$ cat config.mk
export PLATFORM = sky130hd
export DESIGN_NAME = ifetch_prefetch_unit
export DESIGN_NICKNAME = d
export VERILOG_FILES = /design/src/rtl/ifetch_pkg.sv /design/src/rtl/ifetch_queue.sv /design/src/rtl/ifetch_prefetch_unit.sv
export SDC_FILE = /design/constraint.sdc
export NUM_CORES = 1
export LEC_CHECK = 0
export BUFFER_PORTS_ARGS = -buffer_cell sky130_fd_sc_hd__buf_2
export CORE_MARGIN = 2
export CORE_UTILIZATION = 37
export CTS_CLUSTER_SIZE = 8
export DETAILED_ROUTE_END_ITERATION = 8
export HOLD_SLACK_MARGIN = 0.1
export SLEW_MARGIN = 20
export SYNTH_ARGS = -nofsm -noshare
export SYNTH_HDL_FRONTEND = slang
export SYNTH_SLANG_ARGS = --single-unit
$ cat constraint.sdc
create_clock -name clk -period 7 [get_ports clk]
set_input_delay 0 -clock clk [delete_from_list [all_inputs] [get_ports clk]]
set_output_delay 0 -clock clk [all_outputs]
set_load 0.05 [all_outputs]
$ cat src/rtl/ifetch_pkg.sv
// ifetch_pkg: shared constants, the fetch queue entry type and width helpers
// for the instruction fetch / prefetch unit.
//   DEFAULT_XLEN  - default address/instruction width
//   FETCH_BYTES   - PC step in bytes for the default width
//   fetch_entry_t - {pc, insn} pair held in the prefetch queue
//   fetch_bytes() - PC step for an arbitrary XLEN
//   cnt_width()   - width of a counter able to hold 0..depth
package ifetch_pkg;

    localparam int unsigned DEFAULT_XLEN = 32;
    localparam int unsigned FETCH_BYTES  = DEFAULT_XLEN / 8;

    typedef struct packed {
        logic [DEFAULT_XLEN-1:0] pc;
        logic [DEFAULT_XLEN-1:0] insn;
    } fetch_entry_t;

    function automatic int unsigned fetch_bytes(input int unsigned xlen);
        return xlen / 8;
    endfunction

    function automatic int unsigned cnt_width(input int unsigned depth);
        return $clog2(depth) + 1;
    endfunction

endpackage

$ cat src/rtl/ifetch_queue.sv
// ifetch_queue: synchronous FIFO holding fetched {pc, insn} entries.
// Ports:
//   clk, rst_n  - clock, asynchronous active-low reset
//   push        - write push_data at the tail
//   push_data   - entry to write
//   pop         - drop the head entry
//   flush       - empty the queue; overrides push and pop
//   head        - entry at the head (registered storage, zero after reset)
//   count       - number of valid entries (0..DEPTH)
// DEPTH must be a power of two so the pointers wrap naturally.
module ifetch_queue
    import ifetch_pkg::*;
#(
    parameter int unsigned DEPTH   = 4,
    parameter type         entry_t = fetch_entry_t
) (
    input  logic                        clk,
    input  logic                        rst_n,
    input  logic                        push,
    input  entry_t                      push_data,
    input  logic                        pop,
    input  logic                        flush,
    output entry_t                      head,
    output logic [cnt_width(DEPTH)-1:0] count
);

    localparam int unsigned PW = $clog2(DEPTH);
    localparam int unsigned CW = cnt_width(DEPTH);

    entry_t          mem [DEPTH];
    logic [PW-1:0]   rd_ptr;
    logic [PW-1:0]   wr_ptr;

    always_ff @(posedge clk or negedge rst_n) begin
        if (!rst_n) begin
            rd_ptr <= '0;
            wr_ptr <= '0;
            count  <= '0;
            for (int unsigned i = 0; i < DEPTH; i++) begin
                mem[i] <= '0;
            end
        end else if (flush) begin
            rd_ptr <= '0;
            wr_ptr <= '0;
            count  <= '0;
        end else begin
            if (push) begin
                mem[wr_ptr] <= push_data;
                wr_ptr      <= wr_ptr + 1'b1;
            end
            if (pop) begin
                rd_ptr <= rd_ptr + 1'b1;
            end
            count <= count + CW'(push) - CW'(pop);
        end
    end

    assign head = mem[rd_ptr];

endmodule

$ cat src/rtl/ifetch_prefetch_unit.sv
// ifetch_prefetch_unit: instruction fetch stage with an in-order prefetch
// queue and a branch redirect input.
// Ports:
//   clk, rst_n                   - clock, asynchronous active-low reset
//   redirect_valid, redirect_pc  - taken branch/jump and its target
//   mem_req_valid/ready/addr     - word fetch request channel
//   mem_rsp_valid/data           - in-order responses, never back-pressured
//   inst_valid/ready/pc/data     - {pc, instruction} towards decode
//   perf_fetched/redirects/stall - event counters (only with IFETCH_PERF_EN)
// Optional feature macro: IFETCH_PERF_EN adds the three perf counter outputs.
module ifetch_prefetch_unit
    import ifetch_pkg::*;
#(
    parameter int unsigned     XLEN     = 32,
    parameter int unsigned     FQ_DEPTH = 4,
    parameter logic [XLEN-1:0] RESET_PC = '0
) (
    input  logic            clk,
    input  logic            rst_n,
    input  logic            redirect_valid,
    input  logic [XLEN-1:0] redirect_pc,
    output logic            mem_req_valid,
    input  logic            mem_req_ready,
    output logic [XLEN-1:0] mem_req_addr,
    input  logic            mem_rsp_valid,
    input  logic [XLEN-1:0] mem_rsp_data,
    output logic            inst_valid,
    input  logic            inst_ready,
    output logic [XLEN-1:0] inst_pc,
    output logic [XLEN-1:0] inst_data
`ifdef IFETCH_PERF_EN
    ,
    output logic [31:0]     perf_fetched,
    output logic [31:0]     perf_redirects,
    output logic [31:0]     perf_stall
`endif
);

    localparam int unsigned STEP = fetch_bytes(XLEN);
    localparam int unsigned CW   = cnt_width(FQ_DEPTH);
    // Stale responses from several back-to-back redirects can pile up,
    // so the drop counter gets headroom beyond one queue's worth.
    localparam int unsigned DW   = CW + 3;

    typedef struct packed {
        logic [XLEN-1:0] pc;
        logic [XLEN-1:0] insn;
    } entry_t;

    logic [XLEN-1:0] pc_q;
    logic [XLEN-1:0] rsp_pc;
    logic [XLEN-1:0] target;
    logic [CW-1:0]   count;
    logic [CW-1:0]   outstanding;
    logic [DW-1:0]   drop_cnt;
    logic            started;
    logic            req_fire;
    logic            rsp_live;
    logic            push;
    logic            pop;
    entry_t          push_data;
    entry_t          head;

    assign target    = redirect_pc & ~XLEN'(STEP - 1);

    // No request while reset is in effect; fetch begins the cycle after release.
    assign mem_req_valid = started && !redirect_valid &&
                           (({1'b0, count} + {1'b0, outstanding}) < (CW + 1)'(FQ_DEPTH));
    assign mem_req_addr  = pc_q;
    assign req_fire      = mem_req_valid && mem_req_ready;

    assign rsp_live  = mem_rsp_valid && (drop_cnt == '0);
    assign push      = rsp_live && !redirect_valid;
    assign pop       = inst_valid && inst_ready && !redirect_valid;
    assign push_data = '{pc: rsp_pc, insn: mem_rsp_data};

    assign inst_valid = (count != '0);
    assign inst_pc    = head.pc;
    assign inst_data  = head.insn;

    // outstanding counts only right-path requests. A redirect moves every
    // in-flight request into drop_cnt, so drop_cnt = outstanding + drop_cnt
    // - (response this cycle) is exact and responses are consumed from
    // drop_cnt first. rsp_pc tracks the PC of the next right-path response.
    always_ff @(posedge clk or negedge rst_n) begin
        if (!rst_n) begin
            started     <= 1'b0;
            pc_q        <= RESET_PC;
            rsp_pc      <= RESET_PC;
            outstanding <= '0;
            drop_cnt    <= '0;
        end else begin
            started <= 1'b1;
            if (redirect_valid) begin
                pc_q        <= target;
                rsp_pc      <= target;
                outstanding <= '0;
                drop_cnt    <= drop_cnt + DW'(outstanding) - DW'(mem_rsp_valid);
            end else begin
                if (req_fire) begin
                    pc_q <= pc_q + XLEN'(STEP);
                end
                if (rsp_live) begin
                    rsp_pc <= rsp_pc + XLEN'(STEP);
                end
                outstanding <= outstanding + CW'(req_fire) - CW'(rsp_live);
                if (mem_rsp_valid && (drop_cnt != '0)) begin
                    drop_cnt <= drop_cnt - 1'b1;
                end
            end
        end
    end

    ifetch_queue #(
        .DEPTH   (FQ_DEPTH),
        .entry_t (entry_t)
    ) u_queue (
        .clk       (clk),
        .rst_n     (rst_n),
        .push      (push),
        .push_data (push_data),
        .pop       (pop),
        .flush     (redirect_valid),
        .head      (head),
        .count     (count)
    );

`ifdef IFETCH_PERF_EN
    always_ff @(posedge clk or negedge rst_n) begin
        if (!rst_n) begin
            perf_fetched   <= '0;
            perf_redirects <= '0;
            perf_stall     <= '0;
        end else begin
            if (pop) begin
                perf_fetched <= perf_fetched + 32'd1;
            end
            if (redirect_valid) begin
                perf_redirects <= perf_redirects + 32'd1;
            end
            if ((count == CW'(FQ_DEPTH)) && !inst_ready) begin
                perf_stall <= perf_stall + 32'd1;
            end
        end
    end
`endif

endmodule

Word level (Yosys, flattened, before mapping)

Index checks and enable logic that the tools add are counted.

$add $sub $neg: 12
Order comparisons: 4
Muxes and demuxes: 18
Bitwise operators: 3
Reduce and logical (&&, ||, !) cells: 19

Operators by type and width:

| cell                    | number |
|---|---|
| $bwmux W256             | 1 |
| $mux W64                | 3 |
| $bmux W64 S2            | 1 |
| $demux W64 S2           | 1 |
| $mux W32                | 4 |
| $add A32 B3 Y32 const B | 2 |
| $mux W6                 | 2 |
| $reduce_bool A2 Y1      | 5 |
| $logic_and A1 B1 Y1     | 9 |
| $mux W2                 | 4 |
| $add A3 B1 Y3           | 2 |
| $add A6 B3 Y6           | 1 |
| $ge A3 B3 Y1 const B    | 2 |
| $logic_not A6 Y1        | 1 |
| $mux W3                 | 2 |
| $not A2 Y3              | 2 |
| $reduce_bool A6 Y1      | 1 |
| $sub A3 B1 Y3           | 2 |
| $sub A6 B1 Y6           | 1 |
| $sub A6 B1 Y6 const B   | 1 |
| $add A2 B1 Y2 const B   | 2 |
| $add A3 B3 Y4           | 1 |
| $lt A4 B3 Y1 const B    | 1 |
| $lt A3 B1 Y1 const B    | 1 |
| other kinds (4)         | 4 |

Bits in registers: 337
Output and inout port bits: 98

Longest topological paths before layout

Gate-level depths: netlist of the first run.

Depth after elaboration: 7
Mapped depth: 13
Gate-level depth less buffers: 12

By module

Synthesis of the first run repeated with hierarchy kept, for this count alone.

Cell total of the unflattened synthesis: 1124
Area, all modules: 16607.2 µm²

Modules (own cells, without submodules):

| module               | times used | cells an instance | area an instance (µm²) | seq. area each (µm²) |
|---|---|---|---|---|
| ifetch_queue         | 1          | 657               | 12339.3                | 6581.3 |
| ifetch_prefetch_unit | 1          | 467               | 4267.8                 | 1751.7 |

Worst setup path after synthesis of the first run

Ideal clock, no wire load.

Path type: reg-to-reg
Start: reg u_queue.count[2]
End: reg outstanding[2]
Library setup time: 0.132 ns
Arrival time: 2.648 ns
Data required time: 6.868 ns
Setup slack: 4.220 ns
Stages on the path, launching flop included: 14
Buffers on the path: 2
Period minus slack after synthesis: 2.780 ns
Cell sequence: dfrtp_1 > ha_1 > nor4b_2 > and4_1 > inv_2 > buf_2 > buf_2 > ha_1 > inv_1 > ha_1 > inv_1 > fa_1 > xnor2_1 > nor2_1

Longest elaborated chain between the ends: 7

Ends and longest elaborated chain:

| what                   | line                        | text |
|---|---|---|
| start, declared        | ifetch_queue.sv:24          | `output logic [cnt_width(DEPTH)-1:0] count` |
| start signal, assigned | ifetch_queue.sv:54          | `count <= count + CW'(push) - CW'(pop);` |
| $add A3 B3 Y4          | ifetch_prefetch_unit.sv:68  | `(({1'b0, count} + {1'b0, outstanding}) < (CW + 1)'(FQ_DEPTH));` |
| $lt A4 B3 Y1           | ifetch_prefetch_unit.sv:68  |  |
| $logic_and A1 B1 Y1    | ifetch_prefetch_unit.sv:67  | `assign mem_req_valid = started && !redirect_valid &&` |
| $logic_and A1 B1 Y1    | ifetch_prefetch_unit.sv:70  | `assign req_fire = mem_req_valid && mem_req_ready;` |
| $add A3 B1 Y3          | ifetch_prefetch_unit.sv:106 | `outstanding <= outstanding + CW'(req_fire) - CW'(rsp_live);` |
| $sub A3 B1 Y3          | ifetch_prefetch_unit.sv:106 |  |
| $mux W3                | ifetch_prefetch_unit.sv:94  | `if (redirect_valid) begin` |
| end signal, assigned   | ifetch_prefetch_unit.sv:106 |  |
| end, declared          | ifetch_prefetch_unit.sv:54  | `logic [CW-1:0] outstanding;` |

No other way between the ends.
A chain may end at the register's enable or synchronous reset.

Worst setup path after layout of the first run

Same ends and word-level chain as after synthesis.

==> results of run 1 <==
==> cells by family after synthesis <==
group / after synthesis / share of synthesized area
AOI/OAI and AO/OA: 76 / 0.0303
xor gates and xnor gates: 51 / 0.0289
adders and majority gates: 27 / 0.0233
buffers and inverters: 116 / 0.0334
DFF: 325 / 0.526
muxes: 325 / 0.281
other: 2 / 0.000485
and+or+nand+nor: 208 / 0.0765
==> layer usage <==
metal / share of wire / GRT usage
met2: 0.47 / 0.286
met4: 0.020 / 0.0521
met1: 0.46 / 0.238
met3: 0.046 / 0.0328
met5: 0 / 0
==> worst paths after layout <==
path / to / slack, ns / cells after the start
min in group clk: mem_req_addr[13] / 0.15 / 4
worst max-delay path: outstanding[2] / 3.68 / 11
worst max register to register: outstanding[2] / 3.68 / 11
worst min-delay path: u_queue.mem[198] / 0.14 / 2
worst min register to register: u_queue.mem[113] / 0.48 / 1
max in group asynchronous: u_queue.rd_ptr[0] / 5.48 / 3
==> state kept, by name, indices dropped and copies added, names as in the netlist <==
| signal | count |
|---|---|
| mem_req_addr | 30 |
| u_queue.count | 3 |
| started | 1 |
| outstanding | 3 |
| rsp_pc | 30 |
| u_queue.mem | 248 |
| u_queue.wr_ptr | 2 |
| drop_cnt | 6 |
| u_queue.rd_ptr | 2 |
==> critical path, delay by kind of cell (launching register included) <==
kind,cells,cell delay (ns)
xor+xnor,1,0.16
fa+ha+maj,4,1.19
buf+inv,3,0.45
flops,1,0.40
simple gates,3,1.00
==> synthesized netlist by cell type (8+ instances only) <==
cell	n
nor3_1	10
mux2_1	48
nand4_1	13
xnor2_1	35
inv_1	40
nand2_1	65
nand3_1	27
dfrtp_1	325
buf_2	39
mux4_2	62
xor2_1	16
clkbuf_1	21
ha_1	24
o21ai_1	14
or3_1	8
mux2_2	213
o21ai_0	21
nor2_1	26
nor3_2	11
o211ai_1	14
and3_1	8
a21oi_1	9
==> through the flow <==
step / hold WS (ns) / cell area (um2)
2_1_floorplan: -0.296 / 15500
3_3_place_gp: 0.137 / 16700
3_5_place_dp: 0.146 / 16700
4_1_cts: 0.115 / 18700
5_1_grt: 0.167 / 18700
6_report: 0.137 / 18700
==> area by class of cell <==
| type | count | share of cell area |
|---|---|---|
| Inverter | 43 | 0.00862 |
| Timing Repair Buffer | 244 | 0.0886 |
| Multi-Input combinational cell | 692 | 0.367 |
| Clock buffer | 50 | 0.0639 |
| Sequential cell | 325 | 0.435 |
| Tap cell | 532 | 0.0355 |
| Clock inverter | 2 | 0.00174 |
==> where the power goes <==
part	total (uW)	switching [uW]	internal (uW)
combinational	1730	1080	647
sequential	2260	187	2080
clock	1970	781	1190
==> timing repair <==
item                      in CTS  in global routing
hold buffers                  75                  0
hold endpoints to repair     311                  0
buffers inserted               0                  0
resized for setup              0                  0
==> metrics.md, run 1 <==
| Metric | Value |
|---|---|
| Outcome | `complete, no violations` |
| Relative slew slack | `0.253` |
| DRT Pass-1 Iters | `4` |
| CP max stage cell | `and4_1` |
| Seq/Total Area, Yosys | `0.526` |
| Final hold violation count | `0` |
| Syn Inst Count | `1130` |
| Top cells by area, synth | `dfrtp_1 (53%), mux2_2 (16%), mux4_2 (9.0%)` |
| Final GP Congestion | `0.797` |
| Die X | `208 um` |
| Slew Limit Fails | `0` |
| Share of layout cells above drive strength 1 | `0.389` |
| H-tree Lvls | `2` |
| Row cnt | `74` |
| Critical path required time | `7.42 ns` |
| Synth top area share | `0.526` |
| Final setup violation count | `0` |
| Final core utilization | `0.457` |
| Top cell by count, worst path | `ha_1` |
| Critical Path Start | `u_queue.count[2]` |
| Leak Pwr | `0.00903 uW` |
| First-pass GRT wire length | `60100 um` |
| Ys async rst share | `1.00` |
| CP Class | `register to register` |
| Max Fclk | `302 MHz` |
| Vias in the first global route | `10600` |
| Top_reg_cell synth | `dfrtp_1` |
| DRT iter0 DRCs | `565` |
| Routed len/inst | `19.7 um` |
| Grt total ovfl | `0` |
| Post-DRT Antenna Nets | `0` |
| Area grow syn2layout | `21.0%` |
| Clock Latency Late Sink | `0.56 ns` |
| CTS root buffer | `clkbuf_16` |
| DR vias/cell | `5.26` |
| Final setup TNS | `0 ns` |
| Area of the multi-input gates | `6870 um2` |
| Max VDD drop | `0.190 mV` |
| Crit-path cells | `ha_1, nor4b_2, and4_1, inv_2, ha_1, inv_1, ha_1, inv_1, fa_1, xnor2_1, nor2_1` |
| Crit path launch type | `register` |
| Total track usage | `0.175` |
| Register area | `8140 um2` |
| Clock-pin slew on the worst setup and hold paths | `0.05 ns` |
| CTS Buf Count | `46` |
| Yosys top cell by area | `dfrtp_1` |
| Worst hold path type | `input pin to async pin` |
| Reg2Reg Launch Point | `u_queue.count[2]` |
| Final min period | `3.32 ns` |
| Port bufs | `161` |
| Die Y | `208 um` |
| Fillers | `3708` |
| Yosys reg bits | `325` |
| Largest net degree at the start of global routing | `146` |
| Yosys cell types | `62` |
| Worst Max-Slew Pin Slew | `1.12 ns` |
| Placed Instances | `1760` |
| CTS Buffer Depth | `3` |
| Total Wirelength | `37100 um` |
| Die ar. | `43500 um2` |
| Fin worst setup slack | `3.68 ns` |
| I/O Pins | `168` |
| Starting density of the core | `0.377` |
| Final worst clock skew | `0.0230 ns` |
| Period utilization | `0.474` |
| Ant diodes | `0` |
| Power per cell area | `319 nW/um2` |
| Crit-path max FO | `21` |
| Core area | `41000 um2` |
| CTS Sinks | `325` |
| Max Cap Viol | `0` |
| RSZ-0062 raised after global routing | `no` |
| Crit end category | `register` |
| Antenna violations before repair | `0` |
| Most common cell after layout, fill and taps aside | `dfrtp_1` |
| Post-detail-place hpwl | `22900 um` |
| CP max stage delay | `0.60 ns` |
| Worst Path Arrival | `3.74 ns` |
| Final Net Count | `1449` |
| Pre-CTS setup slack | `3.70 ns` |
| Overall power | `5970 uW` |
| CTS tree | `yes` |
| Mean Syn Cell Area | `13.7 um2` |
| Post-detailed-route DRC marker count | `0` |
| Via count | `9930` |
| Non-Filler Instances | `1888` |
| Yosys warning count | `0` |
| Post-synth EDFFs | `0` |
| Cell Area, Synth | `15500 um2` |
| Most frequent cells in the layout | `dfrtp_1 (323), mux2_2 (213), buf_2 (160)` |
(Power assumes the default switching activity.)
==> run 2, diff against run 1 <==
==> constraint.sdc (replaced) <==
create_clock -name clk -period 3.05 [get_ports clk]
set_input_delay 0 -clock clk [delete_from_list [all_inputs] [get_ports clk]]
set_output_delay 0 -clock clk [all_outputs]
set_load 0.05 [all_outputs]
==> metrics.md, run 2 (same netlist as run 1, synthesis figures left out) <==
| Metric | Value |
|---|---|
| Total Wirelength | `37500 um` |
| Slew Limit Fails | `0` |
| Most frequent cells in the layout | `dfrtp_1 (323), mux2_2 (213), buf_2 (160)` |
| Outcome | `complete, no violations` |
| Final hold violation count | `0` |
| Worst Max-Slew Pin Slew | `0.808 ns` |
| Post-detailed-route DRC marker count | `0` |
| CTS tree | `yes` |
| DRT iter0 DRCs | `562` |
| Clock Latency Late Sink | `0.56 ns` |
| R2r setup slk | `0.48 ns` |
| P_sw | `4730 uW` |
| Most common cell after layout, fill and taps aside | `dfrtp_1` |
| Crit-path max FO | `3` |
| Crit end category | `register` |
| Via count | `10000` |
| Fin worst setup slack | `0.480 ns` |
| CTS Buf Count | `46` |
| Largest net degree at the start of global routing | `60` |
| DR vias/cell | `5.24` |
| CTS Buffer Depth | `3` |
| Final worst clock skew | `0.0155 ns` |
| Sw Ratio | `0.345` |
| Routed len/inst | `19.7 um` |
| Final setup TNS | `0 ns` |
| Final GP Congestion | `0.801` |
| Max VDD drop | `0.385 mV` |
| Combinational share of power | `0.294` |
| Relative slew slack | `0.461` |
| Crit path launch type | `register` |
| Final setup violation count | `0` |
| Final Net Count | `1469` |
| Clock-pin slew on the worst setup and hold paths | `0.05 ns` |
| Die ar. | `43500 um2` |
| Post-DRT Antenna Nets | `0` |
| Period utilization | `0.843` |
| Core area | `41000 um2` |
| Power per cell area | `724 nW/um2` |
| Max Cap Viol | `0` |
| Setup bufs post-CTS | `0` |
| Post-detail-place hpwl | `24900 um` |
| Grt total ovfl | `0` |
| Largest reg by FF count | `u_queue.mem` |
| Share of layout cells above drive strength 1 | `0.403` |
| Antenna violations before repair | `0` |
| Min Hold Slack | `0.142 ns` |
| Cts hold-fix bufs | `68` |
| Critical path required time | `3.48 ns` |
| Final min period | `2.57 ns` |
| First-pass GRT wire length | `60700 um` |
| Row cnt | `74` |
| Area grow syn2layout | `22.2%` |
| Ant diodes | `0` |
| Internal power | `8960 uW` |
| Flip-flop count of the largest register after layout | `248` |
| DRT Pass-1 Iters | `5` |
| H-tree Lvls | `2` |
| CTS root buffer | `clkbuf_16` |
| Power share of the clock group | `0.326` |
| RSZ-0062 raised after global routing | `no` |
| Total track usage | `0.178` |
| I/O Pins | `168` |
| Max Fclk | `389 MHz` |
| Post_cts resized | `0` |
| CTS Sinks | `325` |
| Pre-CTS setup slack | `0.482 ns` |
| Final core utilization | `0.461` |
| Die X | `208 um` |
| Worst hold path type | `input pin to register` |
| Vias in the first global route | `10500` |
| Worst Path Arrival | `3.00 ns` |
| Sequential power share | `0.380` |
| Port bufs | `161` |
| Die Y | `208 um` |
| Leak Pwr | `0.00916 uW` |
| Starting density of the core | `0.377` |
| CP Class | `register to register` |
==> run 2: changes by cell type in the layout (fill, tap and decap cells not counted) <==
cell	change
buf_4	+21
inv_6	+2
clkbuf_8	-1
clkbuf_16	-1
nand2_8	-1
buf_16	-1
nand2_4	+1
clkinv_8	-1
clkbuf_1	+3
buf_12	+8
dlygate4sd3_1	-8
==> run 2: cell type report <==
cell class,count,area [um2]
Fill cell,3653,22100
Sequential cell,325,8140
Multi-Input combinational cell,692,6860
Timing Repair Buffer,264,1870
Clock buffer,51,1170
Tap cell,532,666
Inverter,43,161
Clock inverter,3,33.8
==> run 2: critical path, cell delays in order (launching register included) <==
cell	delay, ns
dfrtp_1	0.40
ha_1	0.31
nor4b_2	0.32
and4_1	0.28
inv_2	0.05
ha_1	0.26
inv_1	0.05
ha_1	0.13
inv_1	0.05
fa_1	0.37
xnor2_1	0.16
nor2_1	0.05
==> run 2: worst paths after layout <==
path | startpoint | end | cells after the start
min | mem_req_ready | mem_req_addr[13] | 5
min in group asynchronous | rst_n | u_queue.mem[185] | 3
max | u_queue.count[2] | outstanding[2] | 11
min reg2reg | u_queue.mem[166] | u_queue.mem[166] | 1
max in group asynchronous | rst_n | u_queue.mem[236] | 4
max reg2reg | u_queue.count[2] | outstanding[2] | 11
==> run 2: through the flow <==
stage	area [um2]	instances	power, uW
2_1_floorplan	15500	1133	8210
3_3_place_gp	17000	1788	9200
3_5_place_dp	17000	1788	9260
4_1_cts	18900	1910	13900
5_1_grt	18900	1910	14400
6_report	18900	1910	13700
==> run 2: metal layers <==
| metal | routed length, um | global-route usage |
|---|---|---|
| met5 | 0 | 0 |
| met4 | 751 | 0.0506 |
| met3 | 1940 | 0.0380 |
| met2 | 17900 | 0.283 |
| met1 | 17000 | 0.245 |
==> run 2: power groups by stage <==
stage	clock (uW)	combinational, uW	sequential, uW
global placement	0	3950	5250
detailed placement	0	3990	5270
floorplan	0	3000	5210
finish	4460	4030	5200
global route	4820	4310	5270
CTS	4620	4080	5210
==> run 3, diff against run 2 <==
==> constraint.sdc (replaced) <==
create_clock -name clk -period 2.34 [get_ports clk]
set_input_delay 0 -clock clk [delete_from_list [all_inputs] [get_ports clk]]
set_output_delay 0 -clock clk [all_outputs]
set_load 0.05 [all_outputs]
==> metrics.md, run 3 (same netlist as run 1, synthesis figures left out) <==
| Metric | Value |
|---|---|
| CTS tree | `yes` |
| Overall power | `18100 uW` |
| Post-DRT Antenna Nets | `0` |
| Min Hold Slack | `0.140 ns` |
| Die Y | `208 um` |
| Crit-path cells | `ha_4, nor4b_4, and4_1, inv_2, ha_4, inv_2, ha_4, inv_2, fa_2, nor2_1` |
| Routed len/inst | `19.5 um` |
| Core area | `41000 um2` |
| Final setup violation count | `2` |
| CTS root buffer | `clkbuf_16` |
| Grt total ovfl | `0` |
| Power per cell area | `938 nW/um2` |
| Leak Pwr | `0.00935 uW` |
| Row cnt | `74` |
| Crit path launch type | `register` |
| Max VDD drop | `0.507 mV` |
| Vias in the first global route | `10800` |
| Post-detailed-route DRC marker count | `0` |
| H-tree Lvls | `2` |
| Final min period | `2.38 ns` |
| Ant diodes | `0` |
| CTS Buffer Depth | `3` |
| Crit-path max FO | `2` |
| Flip-flop count of the largest register after layout | `248` |
| Worst Max-Slew Pin Slew | `0.509 ns` |
| Slew Limit Fails | `0` |
| First-pass GRT wire length | `60500 um` |
| Final worst clock skew | `0.0221 ns` |
| CP Class | `register to register` |
| Final Net Count | `1495` |
| Clock Latency Late Sink | `0.56 ns` |
| Max Cap Viol | `0` |
| Die ar. | `43500 um2` |
| Total track usage | `0.177` |
| Area of the multi-input gates | `6980 um2` |
| Largest reg by FF count | `u_queue.mem` |
| Area grow syn2layout | `25.1%` |
| CP max stage delay | `0.52 ns` |
| Max Fclk | `419 MHz` |
| CP max stage cell | `fa_2` |
| RSZ-0062 raised after global routing | `yes` |
| Antenna violations before repair | `0` |
| Worst hold path type | `input pin to register` |
| Register area | `8140 um2` |
| CTS Sinks | `325` |
| Final GP Congestion | `0.823` |
| Most frequent cells in the layout | `dfrtp_1 (323), mux2_2 (213), buf_2 (160)` |
| I/O Pins | `168` |
| Largest net degree at the start of global routing | `63` |
| Failing checks | `negative setup slack` |
| Share of layout cells above drive strength 1 | `0.431` |
| Worst Path Arrival | `2.82 ns` |
| Starting density of the core | `0.377` |
| DR vias/cell | `5.26` |
| Die X | `208 um` |
| Most common cell after layout, fill and taps aside | `dfrtp_1` |
| DRT Pass-1 Iters | `4` |
| CTS Buf Count | `46` |
| Via count | `10200` |
| Crit end category | `register` |
| Port bufs | `161` |
| Total Wirelength | `37700 um` |
| Fillers | `3644` |
| Fin worst setup slack | `-0.0440 ns` |
| Post-detail-place hpwl | `24900 um` |
| Critical path required time | `2.77 ns` |
| Relative slew slack | `0.660` |
| Clock-pin slew on the worst setup and hold paths | `0.05 ns` |
| Period utilization | `1.02` |
| DRT iter0 DRCs | `459` |
| Outcome | `finished, violations left` |
| Final hold violation count | `0` |
[run 3: timing repair]
item	in CTS	in global routing
hold buffers	69	0
buffers inserted	2	6
hold endpoints to repair	526	0
pin swaps	3	12
setup endpoints to repair	41	79
gates resized for setup	1	26
[run 3: layout make-up]
| type | count | area share |
|---|---|---|
| clock buffers | 49 | 0.0606 |
| repair buffers | 290 | 0.114 |
| multi-input cells | 692 | 0.361 |
| inverters | 43 | 0.00834 |
| well taps | 532 | 0.0344 |
| clock inverters | 3 | 0.00175 |
| flip-flops and latches | 325 | 0.421 |
[run 3: worst max-delay path: cells and delay by family (launching register included)]
family                   cells  cell delay [ns]
flip-flops                   1             0.40
buffers and inverters        3             0.14
adder cells (fa/ha/maj)      4             1.10
AND/OR/NAND/NOR              3             0.62
[run 3: final timing paths]
| kind | slack [ns] | cells past startpoint | to | start |
|---|---|---|---|---|
| worst max-delay path | -0.04 | 10 | outstanding[1] | outstanding[2] |
| worst min-delay path | 0.14 | 5 | mem_req_addr[13] | mem_req_ready |
| worst max register to register | -0.04 | 10 | outstanding[1] | outstanding[2] |
| worst min register to register | 0.48 | 1 | u_queue.mem[38] | u_queue.mem[38] |
| max in group asynchronous | 1.14 | 4 | u_queue.mem[91] | rst_n |
| min in group asynchronous | 0.54 | 3 | u_queue.mem[142] | rst_n |
[run 3: per-layer routing]
layer / wire [um] / track usage / vias up
met5: 0 / 0 / -
met4: 645 / 0.0452 / 0
met3: 2090 / 0.0380 / 49
met2: 17700 / 0.278 / 266
met1: 17300 / 0.249 / 5260
li1: - / - / 4593
[run 3: where the power goes]
part           internal, uW  total, uW  switching, uW
clock network          3490       5830           2340
logic                  2180       5650           3460
registers              6220       6670            456
total                 11900      18100           6260
[run 3: metrics by stage]
step / worst slack [ns] / cells / TNS, ns / utilization / area (um2)
2_1_floorplan: -0.296 / 1133 / -0.554 / - / 15500
3_3_place_gp: -0.0349 / 1806 / -0.0391 / 0.421 / 17300
3_5_place_dp: -0.0851 / 1806 / -0.196 / 0.421 / 17300
4_1_cts: -0.0178 / 1929 / -0.0178 / 0.468 / 19200
5_1_grt: -0.110 / 1934 / -0.547 / 0.472 / 19400
6_report: -0.0440 / 1934 / -0.0621 / 0.472 / 19400
